$ cat config.mk
export PLATFORM = sky130hd
export DESIGN_NAME = intersection_phase_scheduler_flat
export DESIGN_NICKNAME = d
export VERILOG_FILES = /design/src/rtl/intersection_phase_scheduler_if.sv /design/src/rtl/intersection_phase_scheduler.sv /design/src/flat_wrapper.sv
export SDC_FILE = /design/constraint.sdc
export NUM_CORES = 1
export LEC_CHECK = 0
export ABC_AREA = 0
export BUFFER_PORTS_ARGS = -buffer_cell sky130_fd_sc_hd__buf_4
export CAP_MARGIN = 10
export CORE_MARGIN = 10
export CORE_UTILIZATION = 30
export CTS_BUF_LIST = sky130_fd_sc_hd__clkbuf_16
export CTS_CLUSTER_SIZE = 12
export DETAILED_ROUTE_END_ITERATION = 8
export HOLD_SLACK_MARGIN = 0.08
export PLACE_DENSITY = 0.59
export SLEW_MARGIN = 30
export SYNTH_ARGS = -nofsm -noshare
export SYNTH_HDL_FRONTEND = slang
export SYNTH_SLANG_ARGS = --single-unit
$ cat constraint.sdc
create_clock -name clk -period 5.29 [get_ports clk]
set_clock_uncertainty 0.1 [all_clocks]
set_input_delay 1.058 -clock clk [delete_from_list [all_inputs] [get_ports clk]]
set_output_delay 1.058 -clock clk [all_outputs]
set_load 0.02 [all_outputs]
$ cat src/rtl/intersection_phase_scheduler_if.sv
// Sensor/button inputs and lamp/walk outputs of the intersection phase scheduler.
// The controller side is the slave; the sensor front end and lamp drivers are the master.
interface intersection_phase_scheduler_if;
  logic       tick;
  logic [1:0] car_req;
  logic [1:0] ped_btn;
  logic       emerg_req;
  logic       emerg_dir;
  logic [2:0] ns_light;
  logic [2:0] ew_light;
  logic       ns_walk;
  logic       ew_walk;
  logic [1:0] ped_pend;

  modport master (
    output tick, car_req, ped_btn, emerg_req, emerg_dir,
    input  ns_light, ew_light, ns_walk, ew_walk, ped_pend
  );

  modport slave (
    input  tick, car_req, ped_btn, emerg_req, emerg_dir,
    output ns_light, ew_light, ns_walk, ew_walk, ped_pend
  );
endinterface

$ cat src/rtl/intersection_phase_scheduler.sv
// Demand-driven two-axis phase scheduler: GREEN -> YELLOW -> ALL_RED with
// min/max green, latched pedestrian requests and emergency preemption.
module intersection_phase_scheduler #(
  parameter int TW        = 4,
  parameter int MIN_GREEN = 4,
  parameter int MAX_GREEN = 12,
  parameter int YELLOW_T  = 3,
  parameter int ALL_RED_T = 2,
  parameter int WALK_T    = 5
) (
  input  logic                           clk,
  input  logic                           reset,
  intersection_phase_scheduler_if.slave  bus
);

  typedef enum logic [1:0] {
    S_ALL_RED = 2'd0,
    S_GREEN   = 2'd1,
    S_YELLOW  = 2'd2
  } state_t;

  localparam logic [TW-1:0] C_MIN_END = TW'(MIN_GREEN - 1);
  localparam logic [TW-1:0] C_MAX_END = TW'(MAX_GREEN - 1);
  localparam logic [TW-1:0] C_Y_END   = TW'(YELLOW_T - 1);
  localparam logic [TW-1:0] C_AR_END  = TW'(ALL_RED_T - 1);
  localparam logic [TW-1:0] C_WALK    = TW'(WALK_T);

  state_t        r_state, w_state_nxt;
  logic          r_dir, w_dir_nxt;
  logic [TW-1:0] r_timer, w_timer_nxt, w_timer_inc;
  logic [1:0]    r_ped_pend, w_ped_nxt;
  logic          r_walk_en, w_walk_en_nxt;
  logic [1:0]    w_dem;
  logic          w_opp;
  logic          w_go;
  logic          w_sel;
  logic          w_exit;
  logic          w_walk;

  always_ff @(posedge clk or posedge reset) begin
    if (reset) begin
      r_state    <= S_ALL_RED;
      r_dir      <= 1'b1;
      r_timer    <= '0;
      r_ped_pend <= '0;
      r_walk_en  <= 1'b0;
    end else begin
      r_state    <= w_state_nxt;
      r_dir      <= w_dir_nxt;
      r_timer    <= w_timer_nxt;
      r_ped_pend <= w_ped_nxt;
      r_walk_en  <= w_walk_en_nxt;
    end
  end

  always_comb begin
    w_dem         = bus.car_req | r_ped_pend;
    w_opp         = ~r_dir;
    w_timer_inc   = r_timer + TW'(1);
    w_state_nxt   = r_state;
    w_dir_nxt     = r_dir;
    w_timer_nxt   = r_timer;
    w_walk_en_nxt = r_walk_en;
    w_ped_nxt     = r_ped_pend | bus.ped_btn;
    w_go          = 1'b0;
    w_sel         = r_dir;
    w_exit        = 1'b0;

    case (r_state)
      S_ALL_RED: begin
        if (bus.tick) begin
          if (r_timer == C_AR_END) begin
            if (bus.emerg_req) begin
              w_go  = 1'b1;
              w_sel = bus.emerg_dir;
            end else if (w_dem[w_opp]) begin
              w_go  = 1'b1;
              w_sel = w_opp;
            end else if (w_dem[r_dir]) begin
              w_go  = 1'b1;
              w_sel = r_dir;
            end
          end else begin
            w_timer_nxt = w_timer_inc;
          end
        end
        // Entry clear overrides a press on the same edge: the new walk serves it.
        if (w_go) begin
          w_state_nxt      = S_GREEN;
          w_dir_nxt        = w_sel;
          w_timer_nxt      = '0;
          w_walk_en_nxt    = r_ped_pend[w_sel];
          w_ped_nxt[w_sel] = 1'b0;
        end
      end

      S_GREEN: begin
        w_exit = ((r_timer >= C_MIN_END) && !bus.car_req[r_dir] && w_dem[w_opp]) ||
                 ((r_timer >= C_MAX_END) && w_dem[w_opp]);
        if (bus.emerg_req) begin
          if (bus.emerg_dir != r_dir) begin
            w_state_nxt = S_YELLOW;
            w_timer_nxt = '0;
          end
        end else if (bus.tick) begin
          if (w_exit) begin
            w_state_nxt = S_YELLOW;
            w_timer_nxt = '0;
          end else if (r_timer < C_MAX_END) begin
            w_timer_nxt = w_timer_inc;
          end
        end
      end

      S_YELLOW: begin
        if (bus.tick) begin
          if (r_timer == C_Y_END) begin
            w_state_nxt = S_ALL_RED;
            w_timer_nxt = '0;
          end else begin
            w_timer_nxt = w_timer_inc;
          end
        end
      end

      default: begin
        w_state_nxt = S_ALL_RED;
        w_timer_nxt = '0;
      end
    endcase
  end

  assign w_walk = (r_state == S_GREEN) && r_walk_en && (r_timer < C_WALK) && !bus.emerg_req;

  assign bus.ns_light = (r_state == S_GREEN  && !r_dir) ? 3'b001 :
                        (r_state == S_YELLOW && !r_dir) ? 3'b010 : 3'b100;
  assign bus.ew_light = (r_state == S_GREEN  &&  r_dir) ? 3'b001 :
                        (r_state == S_YELLOW &&  r_dir) ? 3'b010 : 3'b100;
  assign bus.ns_walk  = w_walk && !r_dir;
  assign bus.ew_walk  = w_walk &&  r_dir;
  assign bus.ped_pend = r_ped_pend;

endmodule

$ cat src/flat_wrapper.sv
// flat-port wrapper written by rule: the top's interface ports become plain ports
module intersection_phase_scheduler_flat 
#(
  parameter int TW        = 4,
  parameter int MIN_GREEN = 4,
  parameter int MAX_GREEN = 12,
  parameter int YELLOW_T  = 3,
  parameter int ALL_RED_T = 2,
  parameter int WALK_T    = 5
)
  (clk, reset, bus_tick, bus_car_req, bus_ped_btn, bus_emerg_req, bus_emerg_dir, bus_ns_light, bus_ew_light, bus_ns_walk, bus_ew_walk, bus_ped_pend);
  intersection_phase_scheduler_if bus_i ();
  input  logic clk;
  input  logic reset;
  input wire logic [$bits(bus_i.tick)-1:0] bus_tick;
  input wire logic [$bits(bus_i.car_req)-1:0] bus_car_req;
  input wire logic [$bits(bus_i.ped_btn)-1:0] bus_ped_btn;
  input wire logic [$bits(bus_i.emerg_req)-1:0] bus_emerg_req;
  input wire logic [$bits(bus_i.emerg_dir)-1:0] bus_emerg_dir;
  output wire logic [$bits(bus_i.ns_light)-1:0] bus_ns_light;
  output wire logic [$bits(bus_i.ew_light)-1:0] bus_ew_light;
  output wire logic [$bits(bus_i.ns_walk)-1:0] bus_ns_walk;
  output wire logic [$bits(bus_i.ew_walk)-1:0] bus_ew_walk;
  output wire logic [$bits(bus_i.ped_pend)-1:0] bus_ped_pend;
  assign bus_i.tick = bus_tick;
  assign bus_i.car_req = bus_car_req;
  assign bus_i.ped_btn = bus_ped_btn;
  assign bus_i.emerg_req = bus_emerg_req;
  assign bus_i.emerg_dir = bus_emerg_dir;
  assign bus_ns_light = bus_i.ns_light;
  assign bus_ew_light = bus_i.ew_light;
  assign bus_ns_walk = bus_i.ns_walk;
  assign bus_ew_walk = bus_i.ew_walk;
  assign bus_ped_pend = bus_i.ped_pend;
  intersection_phase_scheduler #(.TW(TW), .MIN_GREEN(MIN_GREEN), .MAX_GREEN(MAX_GREEN), .YELLOW_T(YELLOW_T), .ALL_RED_T(ALL_RED_T), .WALK_T(WALK_T)) u_core (.clk(clk), .reset(reset), .bus(bus_i));
endmodule
==> results of run 1 <==
==> worst max path at each step <==
stage,cells after the start,startpoint,to,slack [ns]
CTS,5,bus_emerg_req,bus_ew_walk,2.05
global placement,5,bus_emerg_req,bus_ns_walk,2.07
global route,5,bus_emerg_req,bus_ew_walk,1.94
floorplan,3,bus_emerg_req,bus_ew_walk,2.02
detailed placement,5,bus_emerg_req,bus_ew_walk,2.05
finish,5,bus_emerg_req,bus_ew_walk,2.05
==> flip-flops by register name (all words and copies together), names as in the netlist <==
register             count
u_core.bus.ped_pend      2
u_core.r_dir             1
u_core.r_state           2
u_core.r_timer           4
u_core.r_walk_en         1
==> per-stage QoR <==
step            util  worst slack [ns]
3_3_place_gp   0.370              2.07
2_1_floorplan      -              2.02
5_1_grt        0.398              1.94
6_report       0.398              2.05
4_1_cts        0.398              2.05
3_5_place_dp   0.370              2.05
==> critical path: stages <==
cell,delay [ns]
buf_4,0.14
nor3b_2,0.29
o21ai_0,0.20
nor4_1,0.20
buf_4,0.19
==> final cells by class <==
type	instances	area [um^2]	area share
repair buffers	18	135	0.120
clock inverters	1	3.75	0.00333
multi-input cells	77	584	0.519
clock buffers	3	75.1	0.0667
inverters	10	37.5	0.0333
well taps	31	38.8	0.0344
flip-flops and latches	10	251	0.223
==> power groups by stage <==
stage	combinational, mW	clock [mW]	sequential, mW
after floorplan	0.156	0	0.121
after global placement	0.169	0	0.145
final	0.171	0.132	0.146
after detailed placement	0.173	0	0.147
after global routing	0.191	0.140	0.152
after CTS	0.174	0.135	0.146
==> layout by cell type, fill, tap and decap left out, types with 2 or more instances in the layout <==
cell type / count
a211oi_1: 2
a21oi_1: 5
a21oi_2: 3
buf_4: 18
clkbuf_16: 3
dfrtp_1: 9
ha_1: 4
inv_1: 9
mux2i_1: 3
nand2_1: 4
nand2b_1: 4
nor2_1: 13
nor3_1: 2
nor4_1: 6
o21ai_0: 2
o22ai_1: 2
or2_4: 2
==> kinds of logic (layout without fill, tap and decap cells) <==
| logic type | count (synthesis) | after routing | share of synthesized area |
|---|---|---|---|
| and+or+nand+nor | 43 | 43 | 0.313 |
| buffers and inverters | 14 | 32 | 0.0824 |
| DFF | 10 | 10 | 0.276 |
| adders and majority gates | 4 | 4 | 0.0549 |
| AOI/OAI and AO/OA | 25 | 25 | 0.218 |
| xor gates and xnor gates | 1 | 1 | 0.00962 |
| muxes | 4 | 4 | 0.0453 |
==> metal layers <==
metal	up-vias	part of all wire	global-route usage
met5	-	0	0
met4	0	0.032	0.0693
met3	6	0.032	0.0145
met2	23	0.50	0.145
met1	377	0.43	0.100
li1	403	-	-
==> reports/results.txt, run 1 <==
max-cap viol count -> 0
core area -> 2830 um^2
routability cong. -> 0.915
Worst Path Required -> 4.13 ns
Longest Clk Path Bufs -> 2
H-Tree Depth -> 1
Worst Max-Slew Pin Slew -> 0.445 ns
via count -> 809
I/O pin cnt -> 19
antenna-violating nets left -> 0
initial cell density of the core -> 0.322
CP Capture Type -> output port
RR Startpoint -> u_core.r_dir$_DFFE_PP1P_
most frequent cell after synthesis -> nor2_1
hold_buf cts -> 0
synth cell count leaders -> 13 x nor2_1, 9 x dfrtp_1, 9 x inv_1
drt drc -> 0
Worst Setup Start Kind -> primary input
async set-reset flop share out of synthesis -> 1.00
total power -> 0.448 mW
worst hold endpoint -> u_core.r_walk_en$_DFFE_PP0P_
launch point of the worst hold path -> u_core.r_walk_en$_DFFE_PP0P_
GR Util All Layers -> 0.0884
antenna diode count -> 0
Max FO, Critical Path -> 7
Die Wd -> 75.1 um
Vias/cell -> 5.39
area growth from synthesis to layout -> 23.6%
Die Y -> 75.1 um
Mapped Cells -> 101
max-slew violations -> 0
fillers -> 290
design area -> 1130 um^2
Static Leakage -> 0.497 nW
Worst VDD drop -> 0.000165 V
Max Freq -> 0.309 GHz
CP Class -> primary input to output port
CTS tree -> done
Final min period -> 3.24 ns
most used flip-flop cell after synthesis -> dfrtp_1
DP Area -> 1050 um^2
number of synthesized flops with an enable pin -> 0
FF-to-FF setup slack -> 3.30 ns
Reg-to-Reg End -> u_core.r_timer[2]$_DFFE_PP0P_
Clk pwr share -> 0.294
worst hold margin -> 0.394 ns
Yosys top cell area share -> 0.247
CTS Root Cell -> clkbuf_16
vias in the first global route -> 779
Hold Crit Depth -> 2
CTS buffer count -> 3
clock-pin slew on the worst setup and hold paths -> 0.04 ns
Congestion Overflow GR -> 0
synth top area cells -> dfrtp_1 25%, ha_1 5.5%, nor2_1 5.4%, nor4_1 4.1%, inv_1 3.7%
CTS resizes -> 0
net switching power -> 0.169 mW
Hold Crit Class -> register to register
Synth Register Bits -> 10
Mapped Avg Cell Area -> 9.02 um^2
Layout Nets -> 133
final std cells w/o fill -> 150
FP Rows -> 19
Mapped Area -> 911 um^2
worst reg-to-reg path cell count -> 5
Skew-Pair Late Insertion Delay -> 0.23 ns
Setup Buffers After CTS -> 0
Iteration-0 DRC Markers -> 76
RSZ-0062 raised after global routing -> no
CP arrival -> 2.08 ns
synth unique cells -> 44
relative slew slack -> 0.701
yosys warns -> 0
HPWL Detailed -> 1.88 mm
Logic pwr share -> 0.381
status -> complete, no violations
count of final hold-check violations -> 0
Pint -> 0.280 mW
Seq pwr share -> 0.325
first-pass GRT wire length -> 3.79 mm
syn_nets -> 114
switching share of power -> 0.376
DIE AREA -> 5640 um^2
IO buf count -> 18
Pre-antenna DRT Iters -> 4
setup violators final -> 0
PD cells -> 398 nW/um^2
Final TNS setup -> 0 ns
clock sinks -> 10
initial antenna violation count -> 0
Yosys top cell by area -> dfrtp_1
largest net degree at the start of global routing -> 13
drt total wl -> 2.33 mm
crit share post-route -> 0.612
share of layout cells above drive strength 1 -> 0.319
Placed Cells -> 146
sequential area share after synthesis -> 0.276
wire length per cell -> 15.5 um
(Power assumes the default switching activity.)
==> run 2: changes to the inputs <==
Settings changed: PLACE_DENSITY 0.59 to 0.61.
Clock period 5.29 ns to 2.7 ns, I/O delays scaled along.
==> run 2 against run 1 <==
Against the previous run: sequential cell count is the same; count of clock-buffer cells in the layout is the same; register-to-register slack lost 2.6 ns; critical path depth shrank 1; critical endpoint is now bus_ns_walk; critical path type is now register to output port.
==> reports/results.txt, run 2 (synthesized netlist as in run 1, its figures left out) <==
status -> complete, no violations
core area -> 2830 um^2
Static Leakage -> 0.497 nW
routability cong. -> 0.909
worst hold margin -> 0.183 ns
drt total wl -> 2.25 mm
relative slew slack -> 0.672
FF-to-FF setup slack -> 0.68 ns
Die Y -> 75.1 um
drt drc -> 0
area of the multi-input gates -> 584 um^2
Final min period -> 2.28 ns
Worst Max-Slew Pin Slew -> 0.489 ns
Reg with most FFs -> u_core.r_timer
Reg-to-Reg End -> u_core.r_timer[2]$_DFFE_PP0P_
Final TNS setup -> 0 ns
Longest Clk Path Bufs -> 2
CTS tree -> done
largest net degree at the start of global routing -> 13
Layout Nets -> 133
Max Freq -> 0.439 GHz
share of layout cells above drive strength 1 -> 0.319
crit path to -> bus_ns_walk
antenna-violating nets left -> 0
PD cells -> 778 nW/um^2
Worst VDD drop -> 0.000361 V
max-cap viol count -> 0
clock-pin slew on the worst setup and hold paths -> 0.04 ns
CTS Root Cell -> clkbuf_16
first-pass GRT wire length -> 3.79 mm
Worst Setup Start Kind -> register
vias in the first global route -> 785
CP arrival -> 1.64 ns
Worst Path Required -> 2.06 ns
Pre-antenna DRT Iters -> 4
fillers -> 283
Die Wd -> 75.1 um
initial antenna violation count -> 0
I/O pin cnt -> 19
count of final hold-check violations -> 0
CTS resizes -> 0
antenna diode count -> 0
RSZ-0062 raised after global routing -> no
max reg flops -> 4
worst reg-to-reg path cell count -> 6
Vias/cell -> 5.47
initial cell density of the core -> 0.322
GR Util All Layers -> 0.0820
area growth from synthesis to layout -> 23.6%
H-Tree Depth -> 1
clock sinks -> 10
DIE AREA -> 5640 um^2
crit path launch -> u_core.r_state[0]$_DFFE_PP0P_
Finished Core Util -> 0.398
crit share post-route -> 0.843
IO buf count -> 18
setup violators final -> 0
HPWL Detailed -> 1.85 mm
FP Rows -> 19
Hold Crit Class -> primary input to async pin
Skew-Pair Late Insertion Delay -> 0.23 ns
RR Startpoint -> u_core.r_timer[1]$_DFFE_PP0P_
Max FO, Critical Path -> 9
CP Class -> register to output port
commonest non-fill, non-tap cell in the layout -> buf_4
max-slew violations -> 0
Congestion Overflow GR -> 0
Sequential cell area -> 251 um^2
Setup Buffers After CTS -> 0
wire length per cell -> 15.0 um
via count -> 820
CP Capture Type -> output port
commonest cells after routing, fill and taps aside -> 18 x buf_4, 13 x nor2_1, 9 x inv_1, 9 x dfrtp_1, 6 x nor4_1
CTS buffer count -> 3
Iteration-0 DRC Markers -> 60
hold_buf cts -> 0
[run 2: worst min-delay path by stage]
stage	to	slack (ns)	start
2_1_floorplan	u_core.bus.ped_pend[0]$_DFF_PP0_	0.28	reset
3_3_place_gp	u_core.r_walk_en$_DFFE_PP0P_	0.37	u_core.r_walk_en$_DFFE_PP0P_
3_5_place_dp	u_core.r_walk_en$_DFFE_PP0P_	0.38	u_core.r_walk_en$_DFFE_PP0P_
4_1_cts	u_core.bus.ped_pend[1]$_DFF_PP0_	0.20	reset
5_1_grt	u_core.bus.ped_pend[0]$_DFF_PP0_	0.22	reset
6_report	u_core.bus.ped_pend[1]$_DFF_PP0_	0.18	reset
[run 2: worst max-delay path, stage by stage, from the launching register on]
cell and delay (ns):
dfrtp_1 0.48, nor3b_2 0.34, o21ai_0 0.19, nor4_1 0.20, buf_4 0.19
[run 2: layer usage]
| layer | up-vias | global-route usage | share of wire |
|---|---|---|---|
| met3 | 2 | 0.0118 | 0.061 |
| met1 | 393 | 0.108 | 0.43 |
| li1 | 403 | - | - |
| met2 | 22 | 0.136 | 0.50 |
| met5 | - | 0 | 0 |
| met4 | 0 | 0.0210 | 0.0076 |
[run 2: final cells by class]
type	instances	area share
inverter	10	0.0333
clock buffer	3	0.0667
tap	31	0.0344
sequential	10	0.223
clock inverter	1	0.00333
multi-input combinational	77	0.519
timing repair buffer	18	0.120
[run 2: stage by stage]
step                total power [mW]  area [um^2]  worst slack, ns  cells
finish                         0.876         1130            0.423    150
global route                   0.937         1130            0.213    150
floorplan                      0.543          911            0.465    101
detailed placement             0.627         1050            0.493    146
CTS                            0.882         1130            0.416    150
global placement               0.616         1050            0.520    146
[run 2: power breakdown]
group	total (mW)	internal, mW	switching, mW
logic	0.338	0.157	0.180
registers	0.286	0.198	0.0884
clock network	0.253	0.193	0.0596
==> run 3: changes to the inputs <==
Clock period 2.7 ns to 2 ns, I/O delays scaled along.
==> run 3 against run 2 <==
Against the previous run: core utilization grew 6.1 points; global-route usage grew 0.94 points; final area grew 15%; combinational power grew 86%; final cell count grew 10%; critical path depth is the same; sequential share of layout area shrank 2.8 points; wire length grew 12%; count of clock-buffer cells in the layout is the same.
==> reports/results.txt, run 3 (synthesized netlist as in run 1, its figures left out) <==
commonest cells after routing, fill and taps aside -> 31 x buf_4, 13 x nor2_1, 8 x inv_1
Congestion Overflow GR -> 0
via count -> 904
H-Tree Depth -> 1
Crit path max-delay family -> simple AND/OR/NAND/NOR gates
CP Cell Sequence -> nor3b_4 -> o21ai_2 -> nor4_2 -> buf_4
Worst Setup Start Kind -> register
antenna-violating nets left -> 0
Die Y -> 75.1 um
first-pass GRT wire length -> 4.03 mm
drt drc -> 0
Hold Crit Class -> primary input to register
Longest Clk Path Bufs -> 2
Worst Max-Slew Pin Slew -> 0.390 ns
clock-pin slew on the worst setup and hold paths -> 0.04 ns
Worst Path Required -> 1.50 ns
Placed Cells -> 153
Pre-antenna DRT Iters -> 4
max-cap viol count -> 0
vias in the first global route -> 840
CP arrival -> 1.44 ns
Layout Nets -> 148
Crit path largest cell delay -> 0.45 ns
clock sinks -> 10
Iteration-0 DRC Markers -> 42
share of layout cells above drive strength 1 -> 0.455
CTS buffer count -> 3
Static Leakage -> 0.568 nW
Die Wd -> 75.1 um
routability cong. -> 0.865
relative slew slack -> 0.740
Finished Core Util -> 0.459
drt total wl -> 2.51 mm
slowest cell on the critical path -> dfrtp_2
Final WS setup -> 0.0561 ns
core area -> 2830 um^2
setup violators final -> 0
largest net degree at the start of global routing -> 11
Skew-Pair Late Insertion Delay -> 0.24 ns
Buf+Inv Stages, Crit Path -> 1
Reg with most FFs -> u_core.r_timer
antenna diode count -> 0
initial antenna violation count -> 0
HPWL Detailed -> 1.98 mm
I/O pin cnt -> 19
crit share post-route -> 0.972
Max Freq -> 0.514 GHz
Vias/cell -> 5.48
Final min period -> 1.94 ns
Max FO, Critical Path -> 6
max-slew violations -> 0
status -> complete, no violations
commonest non-fill, non-tap cell in the layout -> buf_4
wire length per cell -> 15.2 um
PD cells -> 1040 nW/um^2
CP Class -> register to output port
count of final hold-check violations -> 0
CTS Root Cell -> clkbuf_16
RSZ-0062 raised after global routing -> yes
DIE AREA -> 5640 um^2
max reg flops -> 4
CP Capture Type -> output port
final std cells w/o fill -> 165
area growth from synthesis to layout -> 42.4%
IO buf count -> 18
Post-Place Worst Slack -> 0.104 ns
FP Rows -> 19
CTS tree -> done
GR Util All Layers -> 0.0914
initial cell density of the core -> 0.322
Worst VDD drop -> 0.000465 V
-- run 3: routing by layer --
| metal | track usage | wire (um) |
|---|---|---|
| met1 | 0.112 | 1110 |
| met2 | 0.141 | 1140 |
| met3 | 0.0250 | 172 |
| met4 | 0.0525 | 91 |
| met5 | 0 | 0 |
-- run 3: repair_timing --
item | 4_1_cts | 5_1_grt
endpoints found under the setup margin | 2 | 4
hold endpoints to repair | 9 | 0
pin swaps | 0 | 6
buffers inserted | 2 | 5
resized for setup | 3 | 11
hold buffers | 1 | 0
-- run 3: layout make-up --
| cell class | count | area (um^2) |
|---|---|---|
| Fill cell | 268 | 1530 |
| Multi-Input combinational cell | 77 | 634 |
| Sequential cell | 10 | 254 |
| Timing Repair Buffer | 33 | 254 |
| Clock buffer | 3 | 75.1 |
| Tap cell | 31 | 38.8 |
| Inverter | 10 | 37.5 |
| Clock inverter | 1 | 3.75 |
-- run 3: worst min-delay path: stages --
cell and delay (ns):
buf_4 0.07, nor2_1 0.03, nor2_1 0.07
-- run 3: path summary, 6_finish.rpt --
path,from,end,slack [ns],cells after the start
worst max-delay path,u_core.r_state[1]$_DFFE_PP0P_,bus_ew_walk,0.06,4
worst min-delay path,bus_ped_btn[0],u_core.bus.ped_pend[0]$_DFF_PP0_,0.28,3
worst max register to register,u_core.r_dir$_DFFE_PP1P_,u_core.r_timer[2]$_DFFE_PP0P_,0.06,6
worst min register to register,u_core.r_walk_en$_DFFE_PP0P_,u_core.r_walk_en$_DFFE_PP0P_,0.38,2
max in group asynchronous,reset,u_core.r_dir$_DFFE_PP1P_,0.88,3
min in group asynchronous,reset,u_core.r_timer[3]$_DFFE_PP0P_,0.61,3
-- run 3: through the flow --
step	hold WS (ns)	cell area (um^2)	TNS (ns)	total power [mW]
after floorplan	0.139	911	-0.124	0.733
after global placement	0.307	1100	0	0.883
after detailed placement	0.314	1100	0	0.890
after CTS	0.278	1210	0	1.26
after global routing	0.285	1300	-0.0602	1.43
final	0.277	1300	0	1.34
-- run 3: power by group --
part	internal (mW)	switching, mW	total, mW	leakage, nW
Sequential	0.269	0.0936	0.362	0.110
Combinational	0.303	0.326	0.629	0.419
Clock	0.262	0.0918	0.354	0.0385
Total	0.834	0.511	1.34	0.568
